<file path="src/rtl/fp_carpma_param.sv">
// fp_carpma_param: iterative IEEE-754 multiplier with parametrised format,
// shift-add mantissa product (BPC bits per cycle), round-to-nearest-even,
// zero/inf/NaN handling, overflow/underflow saturation and valid/ready control.
module fp_carpma_param #(
    parameter int EXP_W = 8,
    parameter int MAN_W = 23,
    parameter int BPC   = 1
) (
    input  logic                   clk_i,
    input  logic                   rst_i,
    input  logic                   gecerli_i,
    output logic                   hazir_o,
    input  logic [EXP_W+MAN_W:0]   x1_i,
    input  logic [EXP_W+MAN_W:0]   x2_i,
    output logic [EXP_W+MAN_W:0]   sonuc_o,
    output logic                   gecerli_o,
    output logic [3:0]             bayrak_o
);

    localparam int W     = 1 + EXP_W + MAN_W;
    localparam int N     = (MAN_W + 1) / BPC;
    localparam int AW    = 2 * (MAN_W + 1);
    localparam int EW2   = EXP_W + 2;
    localparam int CNT_W = (N > 1) ? $clog2(N) : 1;

    localparam logic [CNT_W-1:0]      CNT_LAST = CNT_W'(N - 1);
    localparam logic [EW2-1:0]        BIAS_C   = EW2'((1 << (EXP_W - 1)) - 1);
    localparam logic signed [EW2-1:0] EMAX_C   = EW2'((1 << EXP_W) - 1);
    localparam logic [W-1:0]          QNAN_C   = {1'b0, {EXP_W{1'b1}}, 1'b1, {(MAN_W-1){1'b0}}};

    typedef enum logic [2:0] {
        ST_IDLE    = 3'd0,
        ST_COZ     = 3'd1,
        ST_CARP    = 3'd2,
        ST_NORM    = 3'd3,
        ST_YUVARLA = 3'd4
    } state_t;

    state_t                  state_r;
    logic [W-1:0]            x1_r;
    logic [W-1:0]            x2_r;
    logic                    sign_r;
    logic signed [EW2-1:0]   exp_r;
    logic [MAN_W:0]          man1_r;
    logic [MAN_W:0]          man2_r;
    logic [AW-1:0]           acc_r;
    logic [CNT_W-1:0]        cnt_r;
    logic [MAN_W-1:0]        frac_r;
    logic                    guard_r;
    logic                    sticky_r;
    logic [W-1:0]            sonuc_r;
    logic [3:0]              bayrak_r;
    logic                    gecerli_r;

    // Operand field decode (captured operands).
    logic [EXP_W-1:0]        e1_s, e2_s;
    logic [MAN_W-1:0]        f1_s, f2_s;
    logic                    sign_s;
    logic                    zero1_s, zero2_s, inf1_s, inf2_s, nan1_s, nan2_s;
    logic signed [EW2-1:0]   exp_sum_s;

    assign sign_s    = x1_r[W-1] ^ x2_r[W-1];
    assign e1_s      = x1_r[W-2:MAN_W];
    assign e2_s      = x2_r[W-2:MAN_W];
    assign f1_s      = x1_r[MAN_W-1:0];
    assign f2_s      = x2_r[MAN_W-1:0];
    assign zero1_s   = (e1_s == {EXP_W{1'b0}});
    assign zero2_s   = (e2_s == {EXP_W{1'b0}});
    assign inf1_s    = (e1_s == {EXP_W{1'b1}}) && (f1_s == {MAN_W{1'b0}});
    assign inf2_s    = (e2_s == {EXP_W{1'b1}}) && (f2_s == {MAN_W{1'b0}});
    assign nan1_s    = (e1_s == {EXP_W{1'b1}}) && (f1_s != {MAN_W{1'b0}});
    assign nan2_s    = (e2_s == {EXP_W{1'b1}}) && (f2_s != {MAN_W{1'b0}});
    assign exp_sum_s = {2'b00, e1_s} + {2'b00, e2_s} - BIAS_C;

    // Shift-add step: next BPC multiplier bits taken MSB first.
    logic [BPC-1:0]          mbits_s;
    logic [AW-1:0]           acc_next_s;

    assign mbits_s    = man2_r[MAN_W -: BPC];
    assign acc_next_s = (acc_r << BPC)
                      + ({{(AW-MAN_W-1){1'b0}}, man1_r} * {{(AW-BPC){1'b0}}, mbits_s});

    // Round-to-nearest-even and final exponent range check.
    logic                    round_up_s;
    logic [MAN_W:0]          frac_sum_s;
    logic signed [EW2-1:0]   exp_fin_s;
    logic                    of_s, uf_s, nx_s;

    assign round_up_s = guard_r & (sticky_r | frac_r[0]);
    assign frac_sum_s = {1'b0, frac_r} + {{MAN_W{1'b0}}, round_up_s};
    assign exp_fin_s  = exp_r + $signed({{(EW2-1){1'b0}}, frac_sum_s[MAN_W]});
    assign nx_s       = guard_r | sticky_r;
    assign of_s       = (exp_fin_s >= EMAX_C);
    assign uf_s       = (exp_fin_s <= $signed({EW2{1'b0}}));

    assign hazir_o   = (state_r == ST_IDLE) && !rst_i;
    assign sonuc_o   = sonuc_r;
    assign bayrak_o  = bayrak_r;
    assign gecerli_o = gecerli_r;

    // Control FSM and datapath registers.
    always_ff @(posedge clk_i) begin
        if (rst_i) begin
            state_r   <= ST_IDLE;
            x1_r      <= {W{1'b0}};
            x2_r      <= {W{1'b0}};
            sign_r    <= 1'b0;
            exp_r     <= {EW2{1'b0}};
            man1_r    <= {(MAN_W+1){1'b0}};
            man2_r    <= {(MAN_W+1){1'b0}};
            acc_r     <= {AW{1'b0}};
            cnt_r     <= {CNT_W{1'b0}};
            frac_r    <= {MAN_W{1'b0}};
            guard_r   <= 1'b0;
            sticky_r  <= 1'b0;
            sonuc_r   <= {W{1'b0}};
            bayrak_r  <= 4'b0000;
            gecerli_r <= 1'b0;
        end else begin
            gecerli_r <= 1'b0;
            case (state_r)
                ST_IDLE: begin
                    if (gecerli_i) begin
                        x1_r     <= x1_i;
                        x2_r     <= x2_i;
                        bayrak_r <= 4'b0000;
                        state_r  <= ST_COZ;
                    end else begin
                        state_r  <= ST_IDLE;
                    end
                end
                ST_COZ: begin
                    sign_r <= sign_s;
                    exp_r  <= exp_sum_s;
                    man1_r <= {1'b1, f1_s};
                    man2_r <= {1'b1, f2_s};
                    acc_r  <= {AW{1'b0}};
                    cnt_r  <= {CNT_W{1'b0}};
                    if (nan1_s || nan2_s || (inf1_s && zero2_s) || (inf2_s && zero1_s)) begin
                        sonuc_r   <= QNAN_C;
                        bayrak_r  <= 4'b1000;
                        gecerli_r <= 1'b1;
                        state_r   <= ST_IDLE;
                    end else if (inf1_s || inf2_s) begin
                        sonuc_r   <= {sign_s, {EXP_W{1'b1}}, {MAN_W{1'b0}}};
                        gecerli_r <= 1'b1;
                        state_r   <= ST_IDLE;
                    end else if (zero1_s || zero2_s) begin
                        sonuc_r   <= {sign_s, {EXP_W{1'b0}}, {MAN_W{1'b0}}};
                        gecerli_r <= 1'b1;
                        state_r   <= ST_IDLE;
                    end else begin
                        state_r   <= ST_CARP;
                    end
                end
                ST_CARP: begin
                    acc_r  <= acc_next_s;
                    man2_r <= man2_r << BPC;
                    cnt_r  <= cnt_r + CNT_W'(1'b1);
                    if (cnt_r == CNT_LAST) begin
                        state_r <= ST_NORM;
                    end else begin
                        state_r <= ST_CARP;
                    end
                end
                ST_NORM: begin
                    if (acc_r[AW-1]) begin
                        frac_r   <= acc_r[2*MAN_W:MAN_W+1];
                        guard_r  <= acc_r[MAN_W];
                        sticky_r <= |acc_r[MAN_W-1:0];
                        exp_r    <= exp_r + EW2'(1'b1);
                    end else begin
                        frac_r   <= acc_r[2*MAN_W-1:MAN_W];
                        guard_r  <= acc_r[MAN_W-1];
                        sticky_r <= |acc_r[MAN_W-2:0];
                    end
                    state_r <= ST_YUVARLA;
                end
                ST_YUVARLA: begin
                    if (of_s) begin
                        sonuc_r  <= {sign_r, {EXP_W{1'b1}}, {MAN_W{1'b0}}};
                        bayrak_r <= 4'b0101;
                    end else if (uf_s) begin
                        sonuc_r  <= {sign_r, {EXP_W{1'b0}}, {MAN_W{1'b0}}};
                        bayrak_r <= 4'b0011;
                    end else begin
                        sonuc_r  <= {sign_r, exp_fin_s[EXP_W-1:0], frac_sum_s[MAN_W-1:0]};
                        bayrak_r <= {3'b000, nx_s};
                    end
                    gecerli_r <= 1'b1;
                    state_r   <= ST_IDLE;
                end
                default: begin
                    state_r <= ST_IDLE;
                end
            endcase
        end
    end

endmodule

</file>
<file path="config.mk">
export PLATFORM = sky130hd
export DESIGN_NAME = fp_carpma_param
export DESIGN_NICKNAME = d
export VERILOG_FILES = /design/src/rtl/fp_carpma_param.sv
export SDC_FILE = /design/constraint.sdc
export NUM_CORES = 1
export LEC_CHECK = 0
export BUFFER_PORTS_ARGS = -buffer_cell sky130_fd_sc_hd__buf_2
export CORE_UTILIZATION = 55
export DETAILED_ROUTE_END_ITERATION = 8
export GPL_ROUTABILITY_DRIVEN = 0
export GPL_TIMING_DRIVEN = 1
export PLACE_DENSITY = 0.76
export SLEW_MARGIN = 20
export SYNTH_ARGS = -nofsm -noshare
export SYNTH_HDL_FRONTEND = slang
export SYNTH_SLANG_ARGS = --single-unit
</file>
<file path="constraint.sdc">
create_clock -name clk_i -period 4.4 [get_ports clk_i]
set_input_delay 0 -clock clk_i [delete_from_list [all_inputs] [get_ports clk_i]]
set_output_delay 0 -clock clk_i [all_outputs]
set_load 0.02 [all_outputs]
</file>
==> out/qor.csv, run 1 <==
stage,metric,value,unit
hold_path,timing.hold.worst_path_depth,5,
critical_path,worst_r2r_path_depth,16,
layout,finalNetCount,1753,
floorplanning,boundaryPins,105,
timing,fin_worst_hold_slack,247,ps
synthesis,synth_simple_gate_area_frac,0.221,
layout,layout_commonest_cell,sky130_fd_sc_hd__nand2_1,
critical_path,standard_cell_with_the_maximum_stage_delay_on_the_critical_path,sky130_fd_sc_hd__dfxtp_1,
clock_network,num_clock_sinks,241,
synthesis,largest_family_of_logic_cells_by_synthesized_area,simple AND/OR/NAND/NOR gates,
route,firstDrtPassIters,5,
synthesis,synth_adder_area_share,0.0487,
route,detail_route.iter0.violations,722,
power,pwr-share-comb,0.109,
clock_network,cts_buffer_depth,3,
layout,fillCellCount,1734,
power,power.share.switching,0.257,
synthesis,post_synthesis_share_of_cell_area_spent_on_xor_and_xnor_gates,0.0433,
layout,post_route_cells_drive_above_1_share,0.107,
critical_path,critPathCaptureType,register,
timing,maxClockFrequency,264,MHz
route,post_drt_via_cell_ratio,5.95,
critical_path,critical_path.reg2reg.startpoint,sticky_r$_SDFFE_PP0P_,
synthesis,syn_avg_cell_area,8.01,sq um
clock_network,post_cts_buffers,0,
synthesis,synth.yosys.seq_area_share,0.398,
placement,dp.final_hpwl,20400,um
synthesis,synth-main-ff-cell,sky130_fd_sc_hd__dfxtp_1,
synthesis,syn_inst,1515,
global_routing,grt_start_max_net_pins,107,
global_routing,antenna_violations_before_repair,1,
critical_path,timing.reg2reg.setup_slack,610,ps
critical_path,critPathLaunchType,register,
timing,maxSlewHeadroom,0.301,
route,routed_wl,32200,um
clock_network,clock_tree.root_cell,sky130_fd_sc_hd__clkbuf_16,
hold_path,worstHoldPathType,primary input to register,
hold_path,hold-path-endpoint,x2_r[4]$_SDFFE_PP0P_,
floorplanning,floorplan.die.height,151,um
power,ir_worst_vdd,0.000291,V
timing,setup_viol_count_final,0,
route,drc,0,
power,power.share.clock,0.431,
synthesis,yosys-mux-area-fraction,0.0299,
clock_network,post_cts_resized,0,
floorplanning,die-width,151,um
timing,rsz_0062_raised_after_global_routing,false,
power,internal-power,3790,uW
synthesis,yosys_reg_bits,241,
global_routing,grt_first_pass_wirelength,52200,um
global_routing,grt_remaining_overflow,0,
power,power.sequential.fraction,0.460,
critical_path,timing.critical_path.required,4860,ps
floorplanning,die_area,22700,sq um
clock_network,path_clk_slew,60,ps
route,drt-wirelength-per-cell,16.7,um
global_routing,globalRouteTotalUtil,0.281,
hold_path,hold_start,gecerli_i,
synthesis,synth_async_sr_flop_share,0,
synthesis,synth_edf_count,0,
power,switching_component_of_the_power,1310,uW
clock_network,cts_inserted_buffers,27,
timing,period_share,0.861,
floorplanning,core_region_area,21400,sq um
critical_path,crit_chain,o21a_1 -> ha_1 -> and3_1 -> and2_1 -> and3_1 -> nand3_1 -> nor3_1 -> ha_1 -> nand2_1 -> nor4_1 -> xnor2_1 -> and2_0 -> o41a_1 -> nand3b_1 -> buf_4 -> o2bb2ai_1,
synthesis,synthesis.nets,1628,
critical_path,worst_path_arrival,4250,ps
floorplanning,rows,53,
clock_network,cts-htree-levels,1,
critical_path,critical-path-max-stage-delay,370,ps
synthesis,ys_warn_count,0,
power,p_per_area,353,nW/um^2
global_routing,grt_pass1_vias,10700,
clock_network,source_to_sink_clock_delay_at_the_later_pin_of_the_worst_skew_pair,540,ps
critical_path,critical_path_peak_fanout,22,
layout,most_used_cells_in_the_layout_excluding_fill_and_tap_cells,"sky130_fd_sc_hd__nand2_1, sky130_fd_sc_hd__dfxtp_1, sky130_fd_sc_hd__a21oi_1",
timing,fin_setup_tns,0,ps
synthesis,synth_compound_area_frac,0.218,
outcome,run_status,completed,
synthesis,synthDistinctLibCells,68,
timing,worst_pin_slew,1050,ps
route,dr_total_vias,11500,
layout,areaGrowthSynthToFinish,19.1,%
critical_path,critical_path_class,register to register,
power,power_leakage,0.00549,uW
floorplanning,initial_cell_density_of_the_core,0.568,
timing,post-route-min-period,3790,ps
timing,fin_worst_skew,14.1,ps
timing,finalHoldViolations,0,
synthesis,mappedNetlistArea,12100,sq um
timing,maxSlewViolCount,0,
placement,number_of_buffer_cells_added_on_primary_ports,104,
route,drt.antenna.violating_nets,0,
critical_path,critical_path.reg2reg.endpoint,sonuc_o[2]$_SDFFE_PP0P_,
clock_network,tritoncts,yes,
run,cap_violations,0,
[how the worst max path moves through the flow]
stage,startpoint,to,slack (ps),cells after the start
floorplan,sticky_r$_SDFFE_PP0P_,sonuc_o[10]$_SDFFE_PP0P_,1190,16
global placement,sticky_r$_SDFFE_PP0P_,sonuc_o[4]$_SDFFE_PP0P_,810,16
detailed placement,guard_r$_SDFFE_PP0P_,sonuc_o[2]$_SDFFE_PP0P_,690,16
CTS,sticky_r$_SDFFE_PP0P_,sonuc_o[2]$_SDFFE_PP0P_,640,16
global route,sticky_r$_SDFFE_PP0P_,sonuc_o[19]$_SDFFE_PP0P_,280,16
finish,sticky_r$_SDFFE_PP0P_,sonuc_o[2]$_SDFFE_PP0P_,610,16
[layer usage]
layer | GRT usage | vias to the layer above | part of all wire
met4 | 0.105 | 0 | 0.033
met2 | 0.470 | 392 | 0.47
met1 | 0.366 | 5399 | 0.45
li1 | - | 5636 | -
met3 | 0.0415 | 85 | 0.054
met5 | 0 | - | 0
[state kept, by name, summed over array words and instances (netlist names)]
register and flops:
acc_r 48, sign_r 1, man2_r 24, man1_r 24
sticky_r 1, sonuc_o 32, cnt_r 5, state_r 3
exp_r 10, bayrak_o 4, gecerli_o 1, guard_r 1
frac_r 23, x2_r 32, x1_r 32
[cells in the mapped netlist (11+ instances only)]
master	n	share of area
sky130_fd_sc_hd__nor4_1	23	0.012
sky130_fd_sc_hd__xnor2_1	39	0.028
sky130_fd_sc_hd__clkbuf_1	88	0.027
sky130_fd_sc_hd__nand3_1	32	0.013
sky130_fd_sc_hd__nand4_1	19	0.0098
sky130_fd_sc_hd__a31oi_1	11	0.0057
sky130_fd_sc_hd__dfxtp_1	241	0.40
sky130_fd_sc_hd__ha_1	44	0.045
sky130_fd_sc_hd__xor2_1	21	0.015
sky130_fd_sc_hd__a211oi_1	39	0.024
sky130_fd_sc_hd__mux2i_1	34	0.028
sky130_fd_sc_hd__inv_1	27	0.0084
sky130_fd_sc_hd__o2bb2ai_1	22	0.016
sky130_fd_sc_hd__o21ai_0	42	0.017
sky130_fd_sc_hd__nor2_1	103	0.032
sky130_fd_sc_hd__or3_1	12	0.0062
sky130_fd_sc_hd__nand2_1	300	0.093
sky130_fd_sc_hd__nor3_1	22	0.0091
sky130_fd_sc_hd__a22oi_1	35	0.022
sky130_fd_sc_hd__a21o_1	22	0.014
sky130_fd_sc_hd__and2_1	28	0.014
sky130_fd_sc_hd__a21oi_1	157	0.065
sky130_fd_sc_hd__and3_1	16	0.0082
[cell type report]
type / count / area, sq um / share of cell area
Sequential cell: 241 / 4820 / 0.334
Clock buffer: 43 / 806 / 0.0558
Antenna cell: 1 / 2.50 / 0.000173
Inverter: 28 / 105 / 0.00727
Clock inverter: 4 / 65.1 / 0.00450
Multi-Input combinational cell: 1141 / 6840 / 0.473
Tap cell: 275 / 344 / 0.0238
Timing Repair Buffer: 201 / 1460 / 0.101
[power by group through the flow]
stage          Sequential (uW)  Combinational, uW  Clock, uW
2_1_floorplan             2370                344          0
3_3_place_gp              2390                473          0
3_5_place_dp              2390                479          0
4_1_cts                   2350                540       2230
5_1_grt                   2360                614       2320
6_report                  2350                556       2200
[kinds of logic (layout without fill, tap and decap cells)]
kind of cell / after synthesis / count (layout)
AOI/OAI and AO/OA: 408 / 408
buffers and inverters: 133 / 276
adders and majority gates: 46 / 46
DFF: 241 / 241
xor gates and xnor gates: 60 / 60
and+or+nand+nor: 591 / 591
other: 0 / 1
muxes: 36 / 36
[critical path, delay by kind of cell, from the launching register on]
| kind | cells | cell delay [ps] |
|---|---|---|
| simple gates | 9 | 1860 |
| compound gates | 3 | 650 |
| buf+inv | 1 | 210 |
| flops | 1 | 370 |
| fa+ha+maj | 2 | 420 |
| xor+xnor | 1 | 190 |
[metrics by stage]
| stage | power (uW) | cells | util | area, sq um | worst slack, ps |
|---|---|---|---|---|---|
| after floorplan | 2720 | 1515 | - | 12100 | 1190 |
| after global placement | 2860 | 1804 | 0.597 | 12800 | 810 |
| after detailed placement | 2870 | 1804 | 0.597 | 12800 | 691 |
| after CTS | 5110 | 1933 | 0.676 | 14400 | 637 |
| after global routing | 5300 | 1934 | 0.677 | 14400 | 282 |
| final | 5100 | 1934 | 0.677 | 14400 | 611 |
[timing repair]
action	4_1_cts	5_1_grt
hold buffers	82	0
endpoints found under the hold margin	77	0
setup endpoints to repair	0	0
No activity file was read; power rests on OpenSTA's default activity.
==> inputs of run 2 (changes only) <==
--- a/config.mk
+++ b/config.mk
@@ -5,6 +5,7 @@
 export SDC_FILE = /design/constraint.sdc
 export NUM_CORES = 1
 export LEC_CHECK = 0
+export ABC_AREA = 1
 export BUFFER_PORTS_ARGS = -buffer_cell sky130_fd_sc_hd__buf_2
 export CORE_UTILIZATION = 55
 export DETAILED_ROUTE_END_ITERATION = 8
==> run 2 against run 1 <==
Combinational power grew 25%. Setup slack lost 170 ps. Cell count grew 34%. Non-clock buffer count down 23. Sequential power rose by 3%. Global-route usage is 1.5 points higher. Area after synthesis grew 12%. Fmax shrank 4.4%. Via count up 22%. Critical path type unchanged. Utilization shrank 2.6 points. Critical path depth increased by 8.
==> out/qor.csv, run 2 <==
stage,metric,value,unit,change
clock_network,tritoncts,yes,,
global_routing,grt_remaining_overflow,0,,unchanged
timing,fin_worst_skew,14.2,ps,+0.0931 ps
layout,antenna_diodes,0,,-1
floorplanning,floorplan.die.height,159,um,+5.7%
synthesis,synth-main-ff-cell,sky130_fd_sc_hd__dfxtp_1,,
layout,largest_reg_flops,48,,unchanged
route,post_drt_via_cell_ratio,5.43,,-8.8%
synthesis,synthDominantAreaCellType,sky130_fd_sc_hd__dfxtp_1,,
global_routing,antenna_violations_before_repair,0,,-1
synthesis,yosys.area.top_type_share,0.355,,-0.0423
timing,maxSlewHeadroom,0.321,,+0.0195
synthesis,synth_edf_count,0,,unchanged
timing,post-route-min-period,3960,ps,+172 ps
floorplanning,initial_cell_density_of_the_core,0.560,,-0.00826
floorplanning,die_area,25300,sq um,+12%
layout,finalNetCount,2359,,+35%
power,ir_worst_vdd,0.000378,V,+30%
global_routing,grtUsageMet2,0.493,,+0.0234
clock_network,cts-htree-levels,1,,unchanged
hold_path,worstHoldPathType,primary input to register,,
layout,areaGrowthSynthToFinish,16.2,%,
timing,maxSlewViolCount,0,,unchanged
clock_network,num_clock_sinks,241,,unchanged
clock_network,post_cts_resized,0,,unchanged
synthesis,syn_avg_cell_area,6.38,sq um,-20%
clock_network,source_to_sink_clock_delay_at_the_later_pin_of_the_worst_skew_pair,560,ps,+20 ps
route,drc,0,,unchanged
placement,dpl_worst_slack,475,ps,-216 ps
synthesis,syn_inst,2128,,+40%
route,routed_wl,38100,um,+18%
critical_path,critical_path.reg2reg.startpoint,sticky_r$_SDFFE_PP0P_,,
power,power,5430,uW,+6.3%
clock_network,cts_inserted_buffers,27,,unchanged
timing,fin_worst_hold_slack,201,ps,-45.8 ps
power,power_leakage,0.00734,uW,+34%
global_routing,global_route.usage.met3,0.0372,,-0.00427
synthesis,netlist_top_cells_area,"sky130_fd_sc_hd__dfxtp_1, sky130_fd_sc_hd__nand2_1, sky130_fd_sc_hd__nor2_1, sky130_fd_sc_hd__inv_1, sky130_fd_sc_hd__o21ai_0",,
timing,setup_viol_count_final,0,,unchanged
layout,most_used_cells_in_the_layout_excluding_fill_and_tap_cells,"sky130_fd_sc_hd__nand2_1, sky130_fd_sc_hd__nor2_1, sky130_fd_sc_hd__dfxtp_1",,
critical_path,critPathCaptureType,register,,
timing,finalHoldViolations,0,,unchanged
route,dr_total_vias,14100,,+22%
clock_network,cts_buffer_depth,3,,unchanged
timing,maxClockFrequency,252,MHz,-4.4%
route,detail_route.iter0.violations,1247,,+73%
synthesis,synthDistinctLibCells,46,,-32%
layout,layout_commonest_cell,sky130_fd_sc_hd__nand2_1,,
synthesis,mappedNetlistArea,13600,sq um,+12%
synthesis,library_cell_with_the_highest_instance_count_after_synthesis,sky130_fd_sc_hd__nand2_1,,
clock_network,path_clk_slew,60,ps,about the same
clock_network,clock_tree.root_cell,sky130_fd_sc_hd__clkbuf_16,,
floorplanning,boundaryPins,105,,unchanged
global_routing,grt_start_max_net_pins,83,,-22%
synthesis,synth.cells.most_frequent,"sky130_fd_sc_hd__nand2_1, sky130_fd_sc_hd__nor2_1, sky130_fd_sc_hd__dfxtp_1",,
layout,layout.core_utilization,0.651,,-0.0256
global_routing,grt_first_pass_wirelength,62800,um,+20%
critical_path,worst_path_arrival,4450,ps,+200 ps
clock_network,post_cts_buffers,0,,unchanged
layout,post_route_cells_drive_above_1_share,0.0984,,-0.00899
outcome,run_status,completed,,
floorplanning,rows,57,,+7.5%
hold_path,hold_start,x2_i[1],,
route,drt.antenna.violating_nets,0,,unchanged
timing,worst_pin_slew,1020,ps,-29.2 ps
timing,period_share,0.900,,+0.0392
layout,final_design_area_no_fill,15800,sq um,+9.3%
global_routing,grt_pass1_vias,13000,,+21%
power,internal-power,3900,uW,+2.8%
critical_path,timing.critical_path.required,4890,ps,+30 ps
global_routing,groute.layer.met1.usage,0.388,,+0.0221
critical_path,worst_setup_path_startpoint,sticky_r$_SDFFE_PP0P_,,
power,power.share.switching,0.282,,+0.0248
route,drt-wirelength-per-cell,14.7,um,-12%
timing,layout_setup_ws,438,ps,-172 ps
critical_path,critical_path_peak_fanout,11,,-50%
floorplanning,core_region_area,24200,sq um,+14%
placement,post_dp_cell_area,14200,sq um,+11%
synthesis,synth.yosys.seq_area_share,0.355,,-0.0423
synthesis,synthesis.nets,2241,,+38%
critical_path,critical_path_class,register to register,,
route,firstDrtPassIters,5,,unchanged
synthesis,yosys_reg_bits,241,,unchanged
power,switching_component_of_the_power,1530,uW,+17%
power,power.sequential.fraction,0.444,,-0.016
synthesis,synth_async_sr_flop_share,0,,unchanged
critical_path,critPathLaunchType,register,,
global_routing,globalRouteTotalUtil,0.296,,+0.0146
layout,largest-register,acc_r,,
power,pwr-share-comb,0.128,,+0.019
run,cap_violations,0,,unchanged
placement,dp.final_hpwl,25800,um,+27%
power,p_per_area,344,nW/um^2,-2.7%
synthesis,ys_warn_count,0,,unchanged
timing,rsz_0062_raised_after_global_routing,true,,
floorplanning,die-width,159,um,+5.7%
global_routing,grt_most_used_layer,met2,,
power,power.share.clock,0.427,,-0.004
placement,number_of_buffer_cells_added_on_primary_ports,104,,unchanged
[run 2: cell types whose count changed after synthesis, sizes merged, moves of 21 or more]
cell,before,now
and2,29,0
clkbuf,89,60
a21o,22,1
xnor2,39,2
a31oi,11,45
nor2,103,269
inv,28,236
a211oi,39,2
o21ai,45,155
o2bb2ai,22,0
nand3,32,152
mux2i,34,0
a22oi,35,0
nand2,300,615
[run 2: logic make-up after synthesis]
| family | share of synthesized area |
|---|---|
| buffers and inverters | 0.0939 |
| flip-flops | 0.355 |
| adder cells (fa/ha/maj) | 0.0435 |
| XOR/XNOR | 0.00709 |
| AND/OR/NAND/NOR | 0.349 |
| AO/OA/AOI/OAI | 0.151 |
[run 2: power groups by stage]
| stage | registers, uW | logic [uW] | clock network, uW |
|---|---|---|---|
| after floorplan | 2430 | 475 | 0 |
| after global placement | 2450 | 621 | 0 |
| after detailed placement | 2450 | 631 | 0 |
| after CTS | 2410 | 682 | 2340 |
| after global routing | 2430 | 780 | 2450 |
| final | 2410 | 697 | 2320 |
[run 2: path summary, 6_finish.rpt]
kind	endpoint	cells after the start	slack, ps
worst max-delay path	sonuc_o[10]$_SDFFE_PP0P_	24	440
worst min-delay path	x2_r[1]$_SDFFE_PP0P_	4	200
worst max register to register	sonuc_o[10]$_SDFFE_PP0P_	24	440
worst min register to register	sign_r$_SDFFE_PP0P_	2	460
[run 2: what timing repair did]
| item | in CTS | in global routing |
|---|---|---|
| hold buffers | 66 | 0 |
| endpoints found under the hold margin | 92 | 0 |
| endpoints found under the setup margin | 0 | 9 |
[run 2: critical path, stage by stage (launching register included)]
cell	delay [ps]
sky130_fd_sc_hd__dfxtp_1	350
sky130_fd_sc_hd__o21a_1	140
sky130_fd_sc_hd__ha_1	210
sky130_fd_sc_hd__nand3_1	120
sky130_fd_sc_hd__inv_1	140
sky130_fd_sc_hd__nand3_1	120
sky130_fd_sc_hd__nor2_1	170
sky130_fd_sc_hd__nand2_1	100
sky130_fd_sc_hd__nor2_1	190
sky130_fd_sc_hd__nand2_1	110
sky130_fd_sc_hd__nor4_1	240
sky130_fd_sc_hd__ha_1	330
sky130_fd_sc_hd__ha_1	230
sky130_fd_sc_hd__nand3_1	160
sky130_fd_sc_hd__inv_2	120
sky130_fd_sc_hd__nand2_1	50
sky130_fd_sc_hd__nand2_1	50
sky130_fd_sc_hd__nand2_1	80
sky130_fd_sc_hd__nand2_1	80
sky130_fd_sc_hd__inv_2	40
sky130_fd_sc_hd__nand2_2	100
sky130_fd_sc_hd__nand2_4	120
sky130_fd_sc_hd__nor2_4	350
sky130_fd_sc_hd__nand3_2	110
sky130_fd_sc_hd__a21oi_2	130
[run 2: final cells by class]
type                    instances  area, sq um
multi-input cells            1561         7500
clock buffers                  33          748
flip-flops and latches        241         4820
inverters                     237          891
clock inverters                17          173
repair buffers                178         1240
well taps                     324          405
fillers                      2196         8460
[run 2: per-layer routing]
metal  vias to the layer above  part of all wire
met5                         -                 0
met4                         0             0.038
met3                        99             0.063
met2                       520              0.46
met1                      6341              0.44
li1                       7111                 -
[run 2: per-stage QoR]
stage / setup TNS, ps / std cells
2_1_floorplan: 0 / 2128
3_3_place_gp: 0 / 2474
3_5_place_dp: 0 / 2474
4_1_cts: 0 / 2590
5_1_grt: -139 / 2591
6_report: 0 / 2591
